### src/rtl/poke_pkg.sv
// Display-mode encodings shared by the mode controller and the pixel mux.
// 00 selects the VT screen; every other code selects an element screen.
package poke_pkg;

    localparam int MODE_W = 2;

    typedef logic [MODE_W-1:0] mode_t;

    localparam mode_t MODE_VT   = 2'b00;
    localparam mode_t MODE_ELE  = 2'b01;
    localparam mode_t MODE_ELE2 = 2'b10;
    localparam mode_t MODE_ELE3 = 2'b11;

    // Cyclic step through the four modes; wraps in both directions.
    function automatic mode_t mode_step(input mode_t m, input logic up);
        return up ? mode_t'(m + mode_t'(1)) : mode_t'(m - mode_t'(1));
    endfunction

endpackage

### src/rtl/poke_mode_ctrl_debounce.sv
// One push-button path: 2-flop synchronizer, hold-time debounce and
// rising-edge detector producing a single-cycle press pulse.
module btn_debounce #(
    parameter int DEBOUNCE_CYCLES = 500000
) (
    input  logic clk,
    input  logic rst,
    input  logic btn_raw,
    output logic press
);

    localparam int CNT_W = (DEBOUNCE_CYCLES > 1) ? $clog2(DEBOUNCE_CYCLES) : 1;
    localparam logic [CNT_W-1:0] CNT_LAST = CNT_W'(DEBOUNCE_CYCLES - 1);

    logic             sync_p0;
    logic             sync_p1;
    logic             acc_p2;
    logic             acc_p3;
    logic [CNT_W-1:0] cnt;

    always_ff @(posedge clk or posedge rst) begin
        if (rst) begin
            sync_p0 <= 1'b0;
            sync_p1 <= 1'b0;
            acc_p2  <= 1'b0;
            acc_p3  <= 1'b0;
            cnt     <= '0;
            press   <= 1'b0;
        end else begin
            // p0/p1: metastability guard for the asynchronous button
            sync_p0 <= btn_raw;
            sync_p1 <= sync_p0;

            // p2: accepted level only moves after an unbroken run of disagreement
            if (sync_p1 == acc_p2) begin
                cnt <= '0;
            end else if (cnt == CNT_LAST) begin
                acc_p2 <= ~acc_p2;
                cnt    <= '0;
            end else begin
                cnt <= cnt + CNT_W'(1);
            end

            // p3: rising edge of the accepted level; release yields nothing
            acc_p3 <= acc_p2;
            press  <= acc_p2 & ~acc_p3;
        end
    end

endmodule

### src/rtl/poke_mode_ctrl.sv
// Display-mode controller: button presses edit a requested mode that is
// committed to the pixel-mux select only on OLED frame boundaries.
module poke_mode_ctrl
    import poke_pkg::*;
#(
    parameter int DEBOUNCE_CYCLES = 500000,
    parameter int IDLE_FRAMES     = 600
) (
    input  logic              clk,
    input  logic              rst,
    input  logic              btnC,
    input  logic              btnL,
    input  logic              btnR,
    input  logic              frame_begin,
    output logic [MODE_W-1:0] state,
    output logic              pending,
    output logic              mode_changed
);

    localparam int IDLE_W = $clog2(IDLE_FRAMES + 1);
    localparam logic [IDLE_W-1:0] IDLE_MAX = IDLE_W'(IDLE_FRAMES);

    logic              press_c;
    logic              press_l;
    logic              press_r;
    logic              any_press;
    logic              timeout;
    mode_t             tgt;
    mode_t             next_tgt;
    logic [IDLE_W-1:0] idle_cnt;

    // Frame counter saturates so a long-idle screen stays ready to time out.
    function automatic logic [IDLE_W-1:0] sat_inc(input logic [IDLE_W-1:0] v);
        return (v == IDLE_MAX) ? v : v + IDLE_W'(1);
    endfunction

    btn_debounce #(.DEBOUNCE_CYCLES(DEBOUNCE_CYCLES)) u_db_c (
        .clk     (clk),
        .rst     (rst),
        .btn_raw (btnC),
        .press   (press_c)
    );

    btn_debounce #(.DEBOUNCE_CYCLES(DEBOUNCE_CYCLES)) u_db_l (
        .clk     (clk),
        .rst     (rst),
        .btn_raw (btnL),
        .press   (press_l)
    );

    btn_debounce #(.DEBOUNCE_CYCLES(DEBOUNCE_CYCLES)) u_db_r (
        .clk     (clk),
        .rst     (rst),
        .btn_raw (btnR),
        .press   (press_r)
    );

    assign any_press = press_c | press_l | press_r;
    assign timeout   = frame_begin && (state != MODE_VT) && (idle_cnt == IDLE_MAX);
    assign pending   = (tgt != state);

    // Home beats everything; opposing steps cancel; a press beats the timeout.
    always_comb begin
        next_tgt = tgt;
        if (press_c) begin
            next_tgt = MODE_VT;
        end else if (press_r && press_l) begin
            next_tgt = tgt;
        end else if (press_r) begin
            next_tgt = mode_step(tgt, 1'b1);
        end else if (press_l) begin
            next_tgt = mode_step(tgt, 1'b0);
        end else if (timeout) begin
            next_tgt = MODE_VT;
        end
    end

    always_ff @(posedge clk or posedge rst) begin
        if (rst) begin
            tgt          <= MODE_VT;
            state        <= MODE_VT;
            mode_changed <= 1'b0;
            idle_cnt     <= '0;
        end else begin
            tgt          <= next_tgt;
            mode_changed <= 1'b0;
            if (frame_begin) begin
                state        <= next_tgt;
                mode_changed <= (next_tgt != state);
            end

            if (any_press || (state == MODE_VT)) begin
                idle_cnt <= '0;
            end else if (frame_begin) begin
                idle_cnt <= sat_inc(idle_cnt);
            end
        end
    end

endmodule
### config.mk
export PLATFORM = sky130hd
export DESIGN_NAME = poke_mode_ctrl
export DESIGN_NICKNAME = d
export VERILOG_FILES = /design/src/rtl/poke_pkg.sv /design/src/rtl/poke_mode_ctrl_debounce.sv /design/src/rtl/poke_mode_ctrl.sv
export SDC_FILE = /design/constraint.sdc
export NUM_CORES = 1
export LEC_CHECK = 0
export CORE_ASPECT_RATIO = 1.1
export CORE_UTILIZATION = 61
export CTS_CLUSTER_SIZE = 30
export DETAILED_ROUTE_END_ITERATION = 16
export HOLD_SLACK_MARGIN = 0.06
export PLACE_DENSITY_LB_ADDON = 0.2
export RECOVER_POWER = 25
export SLEW_MARGIN = 20
export SYNTH_ARGS = -nofsm -noshare
export SYNTH_HDL_FRONTEND = slang
export SYNTH_SLANG_ARGS = --single-unit
### constraint.sdc
create_clock -name clk -period 3.11 [get_ports clk]
set_input_delay 0.622 -clock clk [delete_from_list [all_inputs] [get_ports clk]]
set_output_delay 0.622 -clock clk [all_outputs]
set_load 0.02 [all_outputs]
==> results.sh <==
export IMPL_status="finished clean"
export IMPL_synth_seq_area_share_pct=53.0
export IMPL_power_leakage_nw=1.88
export IMPL_via_per_inst=5.45
export IMPL_die_area_um2=7070
export IMPL_die_x_um=80.3
export IMPL_io_pins=10
export IMPL_synthCells=393
export IMPL_post_route_period_util_pct=72.7
export IMPL_slew_headroom_pct=23.3
export IMPL_slew_violations=0
export IMPL_postRouteWirelength_mm=6.77
export IMPL_synth_area_per_cell_um2=10.5
export IMPL_ys_types=40
export IMPL_vdd_drop_max_mv=0.312
export IMPL_holdBufCountCts=0
export IMPL_diodes=0
export IMPL_syn_area_um2=4110
export IMPL_worst_pin_slew_ns=1.15
export IMPL_die_height_um=88.1
export IMPL_reg2reg_slack_ns=1.19
export IMPL_setup_violations=0
export IMPL_clock_latency_ns=0.36
export IMPL_clockBufferDepth=2
export IMPL_min_path_type="reg -> reg"
export IMPL_track_usage_pct=22.0
export IMPL_syn2layout_area_growth_pct=9.46
export IMPL_overflow=0
export IMPL_worstPathMaxFanout=5
export IMPL_r2r_cells=6
export IMPL_cp_start_kind="flop"
export IMPL_drive_gt1_share_pct=8.74
export IMPL_worstSetupPathType="reg -> out"
export IMPL_layout_min_cycle_time_ns=2.26
export IMPL_ys_warn_count=0
export IMPL_grt_pass1_wl_mm=11.9
export IMPL_hp_start="u_db_l.sync_p0$_DFF_PP0_"
export IMPL_cts_setup_buffers=0
export IMPL_holdPathStages=0
export IMPL_hold_path_endpoint="u_db_l.sync_p1$_DFF_PP0_"
export IMPL_hold_viol_final=0
export IMPL_grt_start_max_net_pins=50
export IMPL_utilization_pct=68.7
export IMPL_cp_cell_sequence="xnor2_1 -> nand2_1 -> clkdlybuf4s50_1"
export IMPL_power_density_nw_per_um2=507
export IMPL_required_ns=2.49
export IMPL_drt_iter0_drc=138
export IMPL_grt_pass1_vias=2668
export IMPL_mostFrequentLayoutCells="dfrtp_1 (87), nor2_1 (70), xnor2_1 (39)"
export IMPL_tns_ns=0
export IMPL_core_area_um2=6560
export IMPL_rsz0062_at_grt="false"
export IMPL_cts_made_buffers=9
export IMPL_ctsHtreeMaxLevel=3
export IMPL_final_common_cell="dfrtp_1"
export IMPL_port_buffer_count=9
export IMPL_arrival_ns=1.64
export IMPL_final_nets=418
export IMPL_fmax_ghz=0.442
export IMPL_cts_root_buf="clkbuf_8"
export IMPL_reg2reg_to="state[0]$_DFFE_PP0P_"
export IMPL_drc=0
export IMPL_synth_nets=404
export IMPL_cp_slowest_cell="clkdlybuf4s50_1"
export IMPL_synth_async_reset_ratio_pct=100
export IMPL_via_count=2690
export IMPL_ant_nets=0
export IMPL_antenna_found_initial=0
export IMPL_place_hpwl_mm=4.49
export IMPL_initial_core_util_pct=62.7
export IMPL_synth_seq_cells=87
export IMPL_cts_tree="built"
export IMPL_wire_per_inst_um=13.7
export IMPL_timing_hold_ws_ns=0.355
export IMPL_maxCapViolCount=0
export IMPL_cts_resized_gates=0
export IMPL_drt_first_pass_iters=4
export IMPL_path_clk_slew_ns=0.08
export IMPL_fin_skew_ns=0.0107
export IMPL_gp_congestion=0.815
export IMPL_cts_sinks=87
export IMPL_synth_ff_type="dfrtp_1"
export IMPL_critical_path_max_stage_delay_ns=0.59
export IMPL_num_rows=31
export IMPL_timing_rr_start="idle_cnt[0]$_DFFE_PP0P_"
export IMPL_synth_edf_count=0
export IMPL_worstSetupEndpointType="output pin"
[Yosys cell counts, types with 2 or more instances]
cell / count / share of area (%)
nand3_1: 21 / 2.6
xnor2_1: 39 / 8.3
nor2b_1: 5 / 0.76
o21ai_0: 5 / 0.61
or3_1: 6 / 0.91
a21oi_1: 4 / 0.49
dfrtp_1: 87 / 53
and3_1: 4 / 0.61
mux2_2: 5 / 1.4
xor2_1: 26 / 5.5
and4_1: 7 / 1.5
nor4_4: 2 / 1.0
nor2_1: 70 / 6.4
nand2_1: 27 / 2.5
nor4b_1: 4 / 0.85
nand3b_1: 2 / 0.37
ha_1: 5 / 1.5
or2_2: 3 / 0.46
buf_2: 7 / 0.85
and2_1: 5 / 0.76
inv_1: 11 / 1.0
nand4_1: 13 / 2.0
nor4_1: 4 / 0.61
nor3_1: 15 / 1.8
[layer usage]
layer	vias to the layer above	part of all wire [%]	global-route usage [%]	wire length, um
met4	0	1.0	8.77	71
li1	1362	-	-	-
met3	6	2.4	5.00	162
met5	-	0	0	0
met2	31	48	36.0	3220
met1	1291	49	28.5	3310
[final cells by class]
type                    instances  area (um^2)
multi-input cells             287         1850
well taps                      82          103
inverters                      11         42.5
flip-flops and latches         87         2180
clock buffers                   9          124
repair buffers                 11          103
fillers                       503         2050
clock inverters                 7         97.6
[per-stage QoR]
stage	area [um^2]	power [W]	cells	setup slack [ns]
4_1_cts	4520	0.00231	494	0.824
2_1_floorplan	4110	0.00139	393	0.238
5_1_grt	4500	0.00239	494	0.587
6_report	4500	0.00228	494	0.848
3_5_place_dp	4290	0.00144	478	0.801
3_3_place_gp	4290	0.00143	478	0.847
[worst max-delay path: cells and delay by family, from the launching register on]
kind	cells	cell delay, ns
and+or+nand+nor	1	0.07
buffers and inverters	1	0.59
DFF	1	0.47
xor gates and xnor gates	1	0.16
[power breakdown]
part           switching, W  internal [W]  leakage (nW)  total (W)
Clock              0.000412      0.000453         0.105   0.000865
Sequential        0.0000577       0.00118          1.16    0.00124
Combinational      0.000105     0.0000707         0.614   0.000175
[worst max-delay path by stage]
| stage | cells past startpoint | endpoint | start | slack [ns] |
|---|---|---|---|---|
| after floorplan | 1 | idle_cnt[0]$_DFFE_PP0P_ | rst | 0.24 |
| after global placement | 5 | state[0]$_DFFE_PP0P_ | frame_begin | 0.85 |
| after detailed placement | 5 | state[0]$_DFFE_PP0P_ | frame_begin | 0.80 |
| after CTS | 3 | pending | tgt[0]$_DFF_PP0_ | 0.82 |
| after global routing | 3 | u_db_l.acc_p3$_DFF_PP0_ | rst | 0.59 |
| final | 3 | pending | tgt[0]$_DFF_PP0_ | 0.85 |
[registers in the layout (all words and copies together), names as in the netlist, 2 cells and up]
name        cells
u_db_c.cnt     19
u_db_l.cnt     19
state           2
tgt             2
u_db_r.cnt     19
idle_cnt       10
[kinds of logic (layout without fill, tap and decap cells)]
group	count (synthesis)	after routing	share of synthesized area (%)
AOI/OAI and AO/OA	16	16	3.07
DFF	87	87	53.0
buffers and inverters	19	38	1.95
xor gates and xnor gates	65	65	13.8
muxes	7	7	2.16
and+or+nand+nor	194	194	24.5
adders and majority gates	5	5	1.52
Note: power is estimated with default switching activity, not from simulation.
